`src/rtl/adder_share_arbiter.sv`:
```
// Shares one 4-bit ripple-carry adder among four requesters.
// Each transaction runs IDLE (grant + operand latch) -> EXEC (add) -> RESP (ack).

module adder_share_arbiter_fa (
    input  logic a,
    input  logic b,
    input  logic ci,
    output logic s,
    output logic co
);
    assign s  = a ^ b ^ ci;
    assign co = (a & b) | (ci & (a ^ b));
endmodule

module adder_share_arbiter #(
    parameter int RR_ENABLE = 1
) (
    input  logic       clk,
    input  logic       rst_n,
    input  logic [3:0] req,
    input  logic [3:0] a0,
    input  logic [3:0] a1,
    input  logic [3:0] a2,
    input  logic [3:0] a3,
    input  logic [3:0] b0,
    input  logic [3:0] b1,
    input  logic [3:0] b2,
    input  logic [3:0] b3,
    input  logic [3:0] cin,
    output logic [3:0] gnt,
    output logic [1:0] gnt_id,
    output logic [3:0] ack,
    output logic [3:0] sum,
    output logic       cout,
    output logic       busy
);
    localparam int W = 4;

    typedef enum logic [1:0] {IDLE, EXEC, RESP} state_t;
    state_t state, state_nxt;

    logic [1:0]          ptr;
    logic [W-1:0]        op_a, op_b;
    logic                op_c;
    logic [3:0][W-1:0]   a_vec, b_vec;
    logic [1:0]          win, base, idx;
    logic                found;
    logic [W-1:0]        fa_sum;
    logic [W:0]          carry;

    assign a_vec = {a3, a2, a1, a0};
    assign b_vec = {b3, b2, b1, b0};

    // Scan from the pointer (or from 0 in fixed priority); first set bit wins.
    always_comb begin
        found = 1'b0;
        win   = 2'd0;
        idx   = 2'd0;
        base  = (RR_ENABLE != 0) ? ptr : 2'd0;
        for (int k = 0; k < 4; k++) begin
            idx = base + 2'(k);
            if (!found && req[idx]) begin
                found = 1'b1;
                win   = idx;
            end
        end
    end

    // The shared adder only ever sees the latched operands.
    assign carry[0] = op_c;
    for (genvar i = 0; i < W; i++) begin : g_fa
        adder_share_arbiter_fa u_fa (
            .a  (op_a[i]),
            .b  (op_b[i]),
            .ci (carry[i]),
            .s  (fa_sum[i]),
            .co (carry[i+1])
        );
    end

    always_ff @(posedge clk or negedge rst_n) begin
        if (!rst_n) state <= IDLE;
        else        state <= state_nxt;
    end

    always_comb begin
        state_nxt = state;
        case (state)
            IDLE:    if (|req) state_nxt = EXEC;
            EXEC:    state_nxt = RESP;
            RESP:    state_nxt = IDLE;
            default: state_nxt = IDLE;
        endcase
    end

    always_ff @(posedge clk or negedge rst_n) begin
        if (!rst_n) begin
            ptr    <= 2'd0;
            op_a   <= '0;
            op_b   <= '0;
            op_c   <= 1'b0;
            gnt    <= 4'b0000;
            gnt_id <= 2'd0;
            sum    <= '0;
            cout   <= 1'b0;
        end else begin
            case (state)
                IDLE: if (|req) begin
                    op_a   <= a_vec[win];
                    op_b   <= b_vec[win];
                    op_c   <= cin[win];
                    gnt_id <= win;
                    gnt    <= 4'b0001 << win;
                end
                EXEC: begin
                    sum  <= fa_sum;
                    cout <= carry[W];
                end
                RESP: begin
                    gnt <= 4'b0000;
                    if (RR_ENABLE != 0) ptr <= gnt_id + 2'd1;
                end
                default: ;
            endcase
        end
    end

    // gnt is already one-hot, so gating it by RESP yields the ack pulse.
    assign ack  = (state == RESP) ? gnt : 4'b0000;
    assign busy = (state != IDLE);
endmodule

```
`config.mk`:
```
export PLATFORM = sky130hd
export DESIGN_NAME = adder_share_arbiter
export DESIGN_NICKNAME = d
export VERILOG_FILES = /design/src/rtl/adder_share_arbiter.sv
export SDC_FILE = /design/constraint.sdc
export NUM_CORES = 1
export LEC_CHECK = 0
export ABC_AREA = 1
export CAP_MARGIN = 20
export CORE_MARGIN = 5
export CORE_UTILIZATION = 40
export DETAILED_ROUTE_END_ITERATION = 6
export PLACE_DENSITY = 0.72
export SYNTH_ARGS = -nofsm -noshare
export SYNTH_HDL_FRONTEND = slang
export SYNTH_HIERARCHICAL = 1
export SYNTH_SLANG_ARGS = --single-unit
```
`constraint.sdc`:
```
create_clock -name clk -period 3.6 [get_ports clk]
set_clock_uncertainty 0.15 [all_clocks]
set_input_delay 0.36 -clock clk [delete_from_list [all_inputs] [get_ports clk]]
set_output_delay 0.36 -clock clk [all_outputs]
set_load 0.02 [all_outputs]
```
* Word-level counts from Yosys, hierarchy flattened
Cells that the tools add are included. Widths: inputs -> output; s select.
Operators by class: shift operators 1, reduce and logical (&&, ||, !) cells 12, bitwise gates (word level) 20, $lt $le $gt $ge 5, equality and inequality tests 3, $add $sub $neg 4, muxes and demuxes 26
Operator list (count):
- $bmux 4 s2 | 2
- $mux 4 | 4
- $lt 2x3->1 const B | 5
- $bmux 1 s2 | 5
- $mux 2 | 5
- $and 1x1->1 | 8
- $mux 1 | 8
- $pmux 4 s2 | 1
- $xor 1x1->1 | 8
- $add 2x1->2 const B | 2
- $add 2x2->2 const B | 2
- $or 1x1->1 | 4
- $pmux 2 s2 | 1
- $reduce_and 2->1 | 2
- $reduce_bool 2->1 | 2
- $reduce_or 4->1 | 1
- $shl 1x2->4 const A | 1
- $logic_and 1x1->1 | 3
- $logic_not 1->1 | 3
- $eq 2x1->1 const B | 1
- $eq 2x2->1 const B | 1
- $logic_not 2->1 | 1
- $ne 2x2->1 const B | 1
Word-level totals: register bits after elaboration 24, output and inout bits 16, logic and storage cells 80

* Longest topological paths before layout
Gate-level depths: netlist of the first run.
word-level depth 15, gate-level depth with buffers 16, mapped depth without buffers 15

* By module
Netlist of the first run, hierarchy kept.
By module, submodules not included:
- adder_share_arbiter | area an instance 1604.0 um^2, times used 1, sequential area each 600.6 um^2, cells each 249
- adder_share_arbiter_fa | area an instance 20.0 um^2, times used 4, sequential area each 0.0 um^2, cells each 1

* Worst setup path after synthesis of the first run
OpenSTA, ideal clock, no wires.
path type flip-flop to flip-flop, from register op_a[0], to register sum[3], arrival time 2.154 ns, setup time 0.066 ns, path buffers 0, slack 1.230 ns, cell stages (with the launch flop) 7, cells stage by stage dfrtp_1 > fa_1 > fa_1 > fa_1 > fa_1 > nand2_1 > nand2_1
On the way: longest elaborated chain between the ends 8, elaborated cells between the ends (all ways) 9, those cells by class bitwise (9)
RTL lines:
- from (decl) | line 43 | logic [W-1:0] op_a, op_b;
- from (signal assigned) | line 109 | op_a <= a_vec[win];
- $xor 1x1->1 | line 12 | assign co = (a & b) | (ci & (a ^ b));
- $and 1x1->1 | line 12
- $or 1x1->1 (*) | line 12
- via carry[1] | line 49 | logic [W:0] carry;
- $and 1x1->1 (*) | line 12
- $or 1x1->1 (*) | line 12
- via carry[2] | line 49
- $and 1x1->1 (*) | line 12
- $or 1x1->1 (*) | line 12
- via carry[3] | line 49
- $xor 1x1->1 (*) | line 11 | assign s = a ^ b ^ ci;
- via fa_sum[3] | line 48 | logic [W-1:0] fa_sum;
- to (signal assigned) | line 116 | sum <= fa_sum;
- to (decl) | line 33 | output logic [3:0] sum,
Mark *: on every way through the listed nets, which the timed path passes. The rest lies on a longest branch. A chain may end at the register's enable or synchronous reset.

* Final worst setup path of the first run
from register ptr[0] (netlist: base[0]), to register op_b[2]
On the way: longest elaborated chain between the ends 14, elaborated cells between the ends (all ways) 26, those cells by class add/sub (3); mux (17); reduce/logical (6)
RTL lines:
- from (decl) | line 42 | logic [1:0] ptr;
- from (signal assigned) | line 121 | if (RR_ENABLE != 0) ptr <= gnt_id + 2'd1;
- branches (longest 11 deep; another with $add 2x1->2)
- $mux 2 (*) | line 62 | if (!found && req[idx]) begin
- $bmux 4 s2 (*) | line 110 | op_b <= b_vec[win];
- $mux 4 (implied by the code) (*) | line 110
- to (signal assigned) | line 110
- to (decl) | line 43
Mark *: on every way between the ends. The select of a mux whose other input is x is not followed.

==> flow_summary.json, run 1 <==
{
  "clock.fmax_mhz": 387,
  "setup_viol": 0,
  "grt_max_degree": 25,
  "cp-start-kind": "register",
  "tightest_slew_ps": 850,
  "top_layer": "met4",
  "yosysSeqAreaShare_pct": 35.7,
  "synth_top_cells_by_area": "dfrtp_1, nand2_1, nand3_1, fa_1, nand2_2",
  "yosys.cell_types.count": 23,
  "clk_pin_slew_worst_paths_ps": 80,
  "drc": 0,
  "rsz0062_at_grt": "false",
  "wl_per_cell_um": 10.9,
  "yosysTopAreaCell": "dfrtp_1",
  "io_buffer_count": 57,
  "firstDrtPassIters": 4,
  "synth_warnings": 6,
  "coreArea_mm2": 0.00403,
  "grt_pass1_vias": 1526,
  "dieArea_mm2": 0.00561,
  "ir_drop_mv": 0.497,
  "synth_edf_count": 0,
  "dr_wl_met2_mm": 1.70,
  "worst_r2r_path_depth": 13,
  "n_antenna_cell": 0,
  "vias": 1638,
  "critPathLaunch": "base[0]$_DFFE_PN0P_",
  "reg2reg_slack_ps": 1020,
  "gp_congestion": 0.944,
  "fin_area_mm2": 0.00234,
  "hp-class": "input pin to async pin",
  "synth-async-reset-ratio_pct": 100,
  "clockBufferDepth": 2,
  "grt_pass1_wl_mm": 6.71,
  "synth_common_cells": "nand2_1, dfrtp_1, nand3_1",
  "drive_above_1_share_pct": 7.52,
  "ys.flop_type": "dfrtp_1",
  "drt-met1-wl_mm": 1.91,
  "placed_area_mm2": 0.00225,
  "rr_endpoint": "op_b[2]$_DFFE_PN0P_",
  "antenna_found_initial": 0,
  "clk_latency_ps": 260,
  "status": "completed",
  "antenna_left": 0,
  "fin_crit_ps": 2580,
  "wl_met3_um": 245,
  "cp.arrival_ps": 2630,
  "power_density_mw_per_mm2": 948,
  "num_rows": 23,
  "ctsRootBufferMaster": "clkbuf_8",
  "cts_max_level": 1,
  "die_x_um": 74.9,
  "cts_setup_buffers": 0,
  "grt_overflow": 0,
  "cts.hold.buffers_added": 0,
  "finalCritPeriodShare_pct": 71.7,
  "syn_nets": 299,
  "worstReg2RegStart": "base[0]$_DFFE_PN0P_",
  "wl_mm": 3.88,
  "yosysMostFrequentCell": "nand2_1",
  "synth_top_area_share_pct": 35.7,
  "ys_ff_latch": 24,
  "tns_ps": 0,
  "slew_headroom_pct": 43.1,
  "dp_hpwl_mm": 3.14,
  "netlist_area_mm2": 0.00168,
  "numCtsBuffers": 3,
  "maxCapViolCount": 0,
  "synthToLayoutAreaGrowth_pct": 38.8,
  "path_class": "register to register",
  "worstPathMaxFanout": 12,
  "post_cts_resized": 0,
  "postSynthAreaPerCell_um2": 6.66,
  "drt_iter0_drc": 88,
  "slew_violations": 0,
  "worstPathRequired_ps": 3650,
  "track_usage_pct": 14.4,
  "start_util_pct": 41.8,
  "worstSetupEndpoint": "op_b[2]$_DFFE_PN0P_",
  "endpoint_kind": "register",
  "synthCells": 253,
  "ios": 58,
  "finalHoldViolCount": 0,
  "cts_tree": "built",
  "clock-sinks": 24,
  "die_h_um": 74.9,
  "vias_per_cell": 4.60,
  "fin_nets": 353,
  "p_leak_uw": 0.00120
}
-- sequential cells by signal, indices dropped and copies added, names as in the netlist --
signal,cells
gnt,4
op_a,4
op_b,4
sum,4
base,2
gnt_id,2
state,2
cout,1
op_c,1
-- power by group --
group | internal, uW | switching (uW)
registers | 401 | 104
logic | 555 | 979
clock network | 97.4 | 79.8
total | 1050 | 1160
-- routing by layer --
layer	up-vias	track usage, %
li1	888	-
met1	701	22.4
met2	47	22.8
met3	2	0.801
met4	0	1.78
met5	-	0
-- cells in the final DEF (no fill, tap or decap) --
master	n
nand2_1	142
clkdlybuf4s50_1	57
nand3_1	24
dfrtp_1	24
inv_1	11
nor2_1	7
nand2_2	7
o21ai_1	6
inv_2	5
clkbuf_8	4
fa_1	4
o21ai_0	3
nand3_2	2
or2_2	1
xnor2_1	1
nand3_4	1
nor2_4	1
nand4_4	1
o21a_1	1
nand4_1	1
nand3b_1	1
nor4_1	1
buf_16	1
-- per-stage QoR --
stage / utilization [%] / instances / total power, uW / hold WS [ps] / setup WS, ps
floorplan: - / 253 / 1740 / -85.6 / 1230
global placement: 56.0 / 351 / 2030 / 306 / 869
detailed placement: 56.0 / 351 / 2040 / 308 / 889
CTS: 57.3 / 355 / 2230 / 329 / 1030
global route: 58.0 / 356 / 2480 / 249 / 720
finish: 58.0 / 356 / 2220 / 234 / 1020
-- logic make-up after synthesis --
family,Yosys count,share of synthesized area (%)
and+or+nand+nor,189,48.7
adders and majority gates,4,4.76
AOI/OAI and AO/OA,10,3.12
DFF,24,35.7
xor gates and xnor gates,1,0.520
buffers and inverters,25,7.28
-- critical path: stages (launching register included) --
cell	delay, ps
dfrtp_1	580
inv_2	190
nand2_1	110
nand3_1	110
nand2_2	120
inv_2	70
nand3_2	90
nor2_1	40
nand3b_1	410
inv_2	330
nand2_1	100
nand2_1	80
nand2_1	50
nand2_1	80
-- how the worst min path moves through the flow --
stage / from / endpoint / slack (ps)
global placement: sum[2]$_DFFE_PN0N_ / sum[2]$_DFFE_PN0N_ / 310
floorplan: rst_n / base[0]$_DFFE_PN0P_ / -90
detailed placement: cout$_DFFE_PN0N_ / cout$_DFFE_PN0N_ / 310
finish: rst_n / op_a[2]$_DFFE_PN0P_ / 230
global route: rst_n / op_b[2]$_DFFE_PN0P_ / 250
CTS: cout$_DFFE_PN0N_ / cout$_DFFE_PN0N_ / 330
-- cell type report --
type	count	area, um2
clock buffer	4	55.1
fill	390	1690
inverter	16	60.1
multi-input combinational	204	961
sequential	24	601
tap	50	62.6
timing repair buffer	58	598
Note: power is estimated with default switching activity, not from simulation.
==> run 2, diff against run 1 <==
PLACE_DENSITY = 0.75   (was 0.72)
clock period = 2.37 ns   (was 3.6 ns; I/O delays follow)
==> flow_summary.json, run 2 (synthesized netlist as in run 1, its figures left out) <==
{
  "status": "completed",
  "power_switching_uw": 1810,
  "dieArea_mm2": 0.00561,
  "die_x_um": 74.9,
  "worstPathRequired_ps": 2430,
  "coreArea_mm2": 0.00403,
  "seq_area_um2": 602,
  "ctsRootBufferMaster": "clkbuf_8",
  "crit_chain": "fa_2 -> fa_2 -> fa_2 -> fa_1 -> nand2_1 -> nand2_1",
  "synthToLayoutAreaGrowth_pct": 40.8,
  "cp_slowest_cell": "fa_1",
  "cp.arrival_ps": 2360,
  "p_int_uw": 1690,
  "vias_per_cell": 4.70,
  "switching_share_pct": 51.7,
  "crit_buf_inv": 0,
  "finalCritPeriodShare_pct": 97.0,
  "clockBufferDepth": 2,
  "top_layer": "met4",
  "numCtsBuffers": 3,
  "grt_overflow": 0,
  "rr_endpoint": "sum[3]$_DFFE_PN0N_",
  "power_density_mw_per_mm2": 1480,
  "ir_drop_mv": 0.889,
  "drt-met1-wl_mm": 1.85,
  "rsz0062_at_grt": "true",
  "tightest_slew_ps": 418,
  "hp-class": "input pin to async pin",
  "final_common_cell": "nand2_1",
  "drt_iter0_drc": 80,
  "clock-sinks": 24,
  "grt_max_degree": 25,
  "num_rows": 23,
  "cp-start-kind": "register",
  "fin_nets": 358,
  "path_class": "register to register",
  "grt_pass1_wl_mm": 6.96,
  "drive_above_1_share_pct": 10.3,
  "wl_per_cell_um": 11.0,
  "power_uw": 3500,
  "worst_r2r_path_depth": 6,
  "cts_tree": "built",
  "clock.fmax_mhz": 435,
  "gp_congestion": 0.882,
  "start_util_pct": 41.8,
  "cts.hold.buffers_added": 0,
  "io_buffer_count": 57,
  "final_cell_mix": "nand2_1, clkdlybuf4s50_1, nand3_1",
  "setup_viol": 0,
  "p_comb_share_pct": 70.0,
  "clk_pin_slew_worst_paths_ps": 80,
  "crit_top_cell": "fa_2",
  "p_leak_uw": 0.00121,
  "tns_ps": 0,
  "wl_met3_um": 286,
  "n_fill_cell": 400,
  "cpLargestDelayFamily": "adder cells",
  "dp.cells": 356,
  "drc": 0,
  "antenna_found_initial": 0,
  "track_usage_pct": 15.6,
  "antenna_left": 0,
  "dp_hpwl_mm": 3.13,
  "wl_mm": 3.96,
  "firstDrtPassIters": 4,
  "cts_max_level": 1,
  "fin_crit_ps": 2300,
  "worstPathMaxFanout": 2,
  "endpoint_kind": "register",
  "cp.depth": 6,
  "worstReg2RegStart": "op_a[0]$_DFFE_PN0P_",
  "n_antenna_cell": 0,
  "grt_pass1_vias": 1649,
  "slew_headroom_pct": 71.9,
  "reg2reg_slack_ps": 70,
  "ios": 58,
  "slew_violations": 0,
  "maxCapViolCount": 0,
  "instances_no_fill": 361,
  "clkPwrFrac_pct": 7.8,
  "dr_wl_met2_mm": 1.75,
  "vias": 1698,
  "clk_latency_ps": 260,
  "finalHoldViolCount": 0,
  "die_h_um": 74.9,
  "slowest_delay_ps": 480,
  "pwr-share-seq_pct": 22.2,
  "multi_input_area_um2": 973
}
==> run 2: cell count changes in the layout (fill, tap and decap cells not counted), sizes merged <==
cell | before | now
buf | 1 | 6
==> run 2: layout make-up <==
| class | count | area share (%) |
|---|---|---|
| tap | 50 | 2.64 |
| multi-input combinational | 204 | 41.1 |
| sequential | 24 | 25.4 |
| clock buffer | 4 | 2.32 |
| timing repair buffer | 63 | 26.0 |
| inverter | 16 | 2.64 |
==> run 2: what timing repair did <==
action | 4_1_cts | 5_1_grt
resized for setup | 2 | 4
cloned | 0 | 0
endpoints found under the hold margin | 0 | 0
setup buffers | 1 | 0
endpoints found under the setup margin | 2 | 12
pin swaps | 0 | 0
==> run 2: metrics by stage <==
stage | hold slack [ps] | util [%] | cell area (um2) | worst slack (ps)
floorplan | -209 | - | 1680 | 0.0919
global placement | 306 | 56.9 | 2290 | -36.9
detailed placement | 308 | 56.9 | 2290 | -73.2
CTS | 173 | 58.6 | 2360 | 18.9
global route | 199 | 58.9 | 2370 | -3.18
finish | 166 | 58.9 | 2370 | 71.0
==> run 2: layer usage <==
| layer | vias to the layer above | GRT usage (%) |
|---|---|---|
| met1 | 744 | 21.5 |
| met5 | - | 0 |
| met4 | 0 | 5.93 |
| met3 | 5 | 2.67 |
| li1 | 900 | - |
| met2 | 49 | 24.6 |
==> run 2: worst max path at each step <==
stage	startpoint	endpoint
2_1_floorplan	op_a[0]$_DFFE_PN0P_	sum[3]$_DFFE_PN0N_
3_3_place_gp	op_a[0]$_DFFE_PN0P_	sum[3]$_DFFE_PN0N_
3_5_place_dp	op_a[0]$_DFFE_PN0P_	sum[3]$_DFFE_PN0N_
4_1_cts	op_a[0]$_DFFE_PN0P_	sum[3]$_DFFE_PN0N_
5_1_grt	op_a[0]$_DFFE_PN0P_	sum[3]$_DFFE_PN0N_
6_report	op_a[0]$_DFFE_PN0P_	sum[3]$_DFFE_PN0N_
==> run 2: power groups by stage <==
stage | Clock, uW | Sequential [uW] | Combinational, uW
finish | 272 | 777 | 2450
global route | 296 | 805 | 2870
CTS | 277 | 772 | 2470
detailed placement | 0 | 776 | 2440
global placement | 0 | 769 | 2410
floorplan | 0 | 831 | 1810
==> RTL edit 1, RTL diff (settings of run 2) <==
Set the parameter `RR_ENABLE` to 0 (it was 1).
--- a/src/rtl/adder_share_arbiter.sv
+++ b/src/rtl/adder_share_arbiter.sv
@@ -13,7 +13,7 @@
 endmodule
 
 module adder_share_arbiter #(
-    parameter int RR_ENABLE = 1
+    parameter int RR_ENABLE = 0
 ) (
     input  logic       clk,
     input  logic       rst_n,
Check against the original RTL: not equivalent (Yosys sat finds a counterexample within 10 cycles, from zero or initial values and one cycle with rst_n low).
==> RTL edit 1 against run 2 <==
  * Worst setup slack gained 0.00068 ns
  * Synthesized area fell by 22%
  * Highest routed layer unchanged
  * First-iteration DRC count is 57% lower
  * Non-clock buffer count shrank 3
  * Cell area shrank 17%
  * Sequential cell count is 2 lower
  * Wire length is 12% lower
Power is not compared: it rests on default switching activity, and its combinational part moved more than twofold at a synthesized area within 25%.
==> RTL edit 1: results (changes against run 2) <==
vias_per_cell: 4.75  # was 4.70
wl_met2_um: 1630  # was 1750 um
ys_types: 24  # was 23
wl_met1_um: 1620  # was 1850 um
pre_cts_slack_ns: -0.0850  # was -0.0732 ns
dr_wl_met3_um: 232  # was 286 um
placed_area_sq_um: 1910  # was 2290 sq um
finalCritPeriodShare_pct: 97.0  # about the same
synthTopCellsByArea: "dfrtp_1, nand2_1, nand3_1"  # unchanged
grtUsageTotal_pct: 17.2  # was 15.6%
cts_root_buffer: "clkbuf_4"  # was clkbuf_8
placed_cells: 271  # was 356
worstPathMaxFanout: 2  # unchanged
grt_use_met1_pct: 24.2  # was 21.5%
numCtsBuffers: 3  # unchanged
synthXorXnorAreaFrac_pct: 0  # was 0.520%
synth_common_cells: "nand2_1, nand3_1, dfrtp_1"  # was nand2_1, dfrtp_1, nand3_1
synthAdderAreaFrac_pct: 6.10  # was 4.75%
grt_max_degree: 23  # was 25
status: "completed"  # unchanged
dp_hpwl_um: 2840  # was 3130 um
clkLatencyLatePin_ns: 0.31  # was 0.26 ns
nets: 278  # was 358
grt_pass1_wl_um: 5890  # was 6960 um
hold_ws_ns: 0.0973  # was 0.166 ns
synth_compound_area_share_pct: 3.91  # was 3.12%
syn-num-nets: 218  # was 299
fillCellCount: 308  # was 400
avgRoutedWirePerCell_um: 12.7  # was 11.0 um
layout-drive-gt1-share_pct: 8.66  # was 10.3%
syn-instance-count: 172  # was 253
post_cts_buffers: 0  # was 1
vias: 1307  # was 1698
yosysSeqAreaShare_pct: 41.9  # was 35.7%
gp_congestion: 0.779  # was 0.882
-- RTL edit 1: cell types whose count changed in the layout (fill, tap and decap cells not counted), moves of 3 or more --
cell / before / now
clkbuf_8: 4 / 0
nor2_1: 7 / 14
inv_1: 11 / 18
inv_2: 4 / 1
buf_4: 6 / 3
nand2_1: 142 / 61
o21ai_1: 6 / 1
or2_0: 0 / 3
o22ai_1: 0 / 3
nand2_2: 6 / 1
clkbuf_4: 0 / 3
-- RTL edit 1: repair_timing --
action,in CTS,in global routing
pin swaps,0,0
hold buffers,0,0
endpoints found under the setup margin,2,1
gates resized for setup,2,1
cloned,0,0
-- RTL edit 1: area by class of cell --
type | count | area [sq um] | share of cell area, %
Clock buffer | 3 | 22.5 | 1.14
Clock inverter | 1 | 30.0 | 1.52
Inverter | 19 | 71.3 | 3.61
Multi-Input combinational cell | 126 | 652 | 33.0
Sequential cell | 22 | 551 | 27.9
Tap cell | 44 | 55.1 | 2.79
Timing Repair Buffer | 60 | 593 | 30.0
==> RTL edit 2, RTL diff (settings of run 2) <==
Made on the original files. Make the reset (`rst_n`) synchronous in 2 clocked blocks.
--- a/src/rtl/adder_share_arbiter.sv
+++ b/src/rtl/adder_share_arbiter.sv
@@ -78,7 +78,7 @@
         );
     end
 
-    always_ff @(posedge clk or negedge rst_n) begin
+    always_ff @(posedge clk) begin
         if (!rst_n) state <= IDLE;
         else        state <= state_nxt;
     end
@@ -93,7 +93,7 @@
         endcase
     end
 
-    always_ff @(posedge clk or negedge rst_n) begin
+    always_ff @(posedge clk) begin
         if (!rst_n) begin
             ptr    <= 2'd0;
             op_a   <= '0;
Function: differs if rst_n is asserted again (counterexample within 4 cycles, from zero or initial values and one cycle with rst_n low); with rst_n held inactive, the same outputs for 10 cycles.
==> RTL edit 2 against run 2 <==
  * Worst setup slack got worse by 0.0053 ns
  * Cell area decreased by 3.8%
  * Global-route usage increased by 0.60 points
  * Via count increased by 3.1%
  * Cell count decreased by 3.6%
  * Sequential cell count unchanged
  * Critical path depth unchanged
  * Die area decreased by 3.7%
  * Fmax decreased by 0.23%
  * Utilization decreased by 1.0 points
  * Synthesized area decreased by 4.2%
  * Wire length increased by 4.2%
  * First-iteration DRC count increased by 40%
Power is not compared: it rests on default switching activity, and its combinational part moved more than twofold at a synthesized area within 25%.
==> RTL edit 2: results (changes against run 2) <==
vias_per_cell: 5.03  # was 4.70
synth_common_cells: "nand2_1, nor2_1, nand3_1"  # was nand2_1, dfrtp_1, nand3_1
first_pass_iters: 5  # was 4
gp_congestion: 0.797  # was 0.882
rr_startpoint: "op_a[0]"  # unchanged
min_from: "gnt[1]"
syn-num-nets: 287  # was 299
crit_slowest_cell: "fa_1"  # unchanged
top_layer_used: "met4"  # unchanged
wl_met1_um: 1850  # about the same
yosysSeqAreaShare_pct: 29.8  # was 35.7%
max-vdd-ir-drop_mv: 0.226
hold_class: "flip-flop to flip-flop"  # was primary input to asynchronous set/reset pin
grt_pass1_wl_um: 6950  # was 6960 um
wl_met2_um: 1860  # was 1750 um
layout-drive-gt1-share_pct: 10.7  # was 10.3%
r2r_setup_slack_ns: 0.07
fillCellCount: 390  # was 400
slew_headroom_pct: 65.0  # was 71.9%
io_buffers: 57  # unchanged
path_delay_family: "adder cells"  # unchanged
syn-instance-count: 241  # was 253
p_int_w: 0.000861
dr_wl_met3_um: 343  # was 286 um
hold_path_end: "gnt[1]"
finalPower_w: 0.00137
placed_cells: 344  # was 356
grt_pass1_vias: 1589  # was 1649
cts_root_buffer: "clkbuf_8"  # unchanged
r2r_cells: 6  # unchanged
crit_end: "sum[3]"  # unchanged
cpPeakStageDelay_ns: 0.43  # was 0.48 ns
clkLatencyLatePin_ns: 0.27
async_reset_ff_share_pct: 0  # was 100%
grt_max_degree: 23  # was 25
ys_types: 24  # was 23
path_clk_slew_ns: 0.08  # about the same
p_leak_nw: 1.01
crit_path_start_kind: "flip-flop"  # unchanged
nets: 345  # was 358
drtIter0Drc: 112  # was 80
avgRoutedWirePerCell_um: 11.9  # was 11.0 um
dp_hpwl_um: 3290  # was 3130 um
antenna_found_initial: 0  # unchanged
grtUsageTotal_pct: 16.2  # was 15.6%
synthTopCellsByArea: "dfxtp_1, nand2_1, nand3_1"  # was dfrtp_1, nand2_1, nand3_1
antenna-diode-count: 0  # unchanged
crit_arrival_ns: 2.32  # was 2.36 ns
vias: 1750  # was 1698
finalCriticalPeriod_ns: 2.30  # about the same
status: "completed"  # unchanged
[RTL edit 2: changes by cell type in the layout (fill, tap and decap cells not counted), moves of 10 or more]
| cell | change |
|---|---|
| dfrtp_1 | -23 |
| inv_1 | +10 |
| nand4_1 | +14 |
| dfxtp_1 | +24 |
| nor2_1 | +29 |
| o21ai_0 | +18 |
| nand2_1 | -91 |
[RTL edit 2: what timing repair did]
action,in CTS,in global routing
gates resized for setup,1,1
endpoints found under the hold margin,0,0
setup endpoints to repair,1,2
buffers inserted,0,0
gates cloned,0,0
[RTL edit 2: through the flow]
step / hold WS [ns] / cell area, sq um / setup WS, ns / utilization [%]
finish: 0.340 / 2280 / 0.0657 / 57.9
global route: 0.372 / 2280 / 0.0129 / 57.9
CTS: 0.347 / 2280 / 0.0205 / 57.8
detailed placement: 0.331 / 2220 / -0.00395 / 56.3
global placement: 0.330 / 2220 / 0.0124 / 56.3
floorplan: 0.225 / 1610 / 0.0499 / -
[RTL edit 2: worst min-delay path: stages, from the launching register on]
cell	delay, ns
dfxtp_1	0.31
inv_1	0.06
o21ai_0	0.07
[RTL edit 2: layout make-up]
class | count | area share (%)
clock buffers | 4 | 2.41
inverters | 24 | 3.95
multi-input cells | 183 | 42.8
flip-flops and latches | 24 | 21.1
well taps | 50 | 2.74
repair buffers | 63 | 27.0
[RTL edit 2: logic make-up after synthesis]
| family | synth area share, % |
|---|---|
| DFF | 29.8 |
| AOI/OAI and AO/OA | 9.39 |
| buffers and inverters | 9.93 |
| and+or+nand+nor | 45.9 |
| adders and majority gates | 4.97 |
[RTL edit 2: metal layers]
metal | up-vias | track usage, %
met5 | - | 0
met4 | 0 | 5.84
met3 | 7 | 4.38
met2 | 52 | 23.9
met1 | 776 | 22.5
li1 | 915 | -
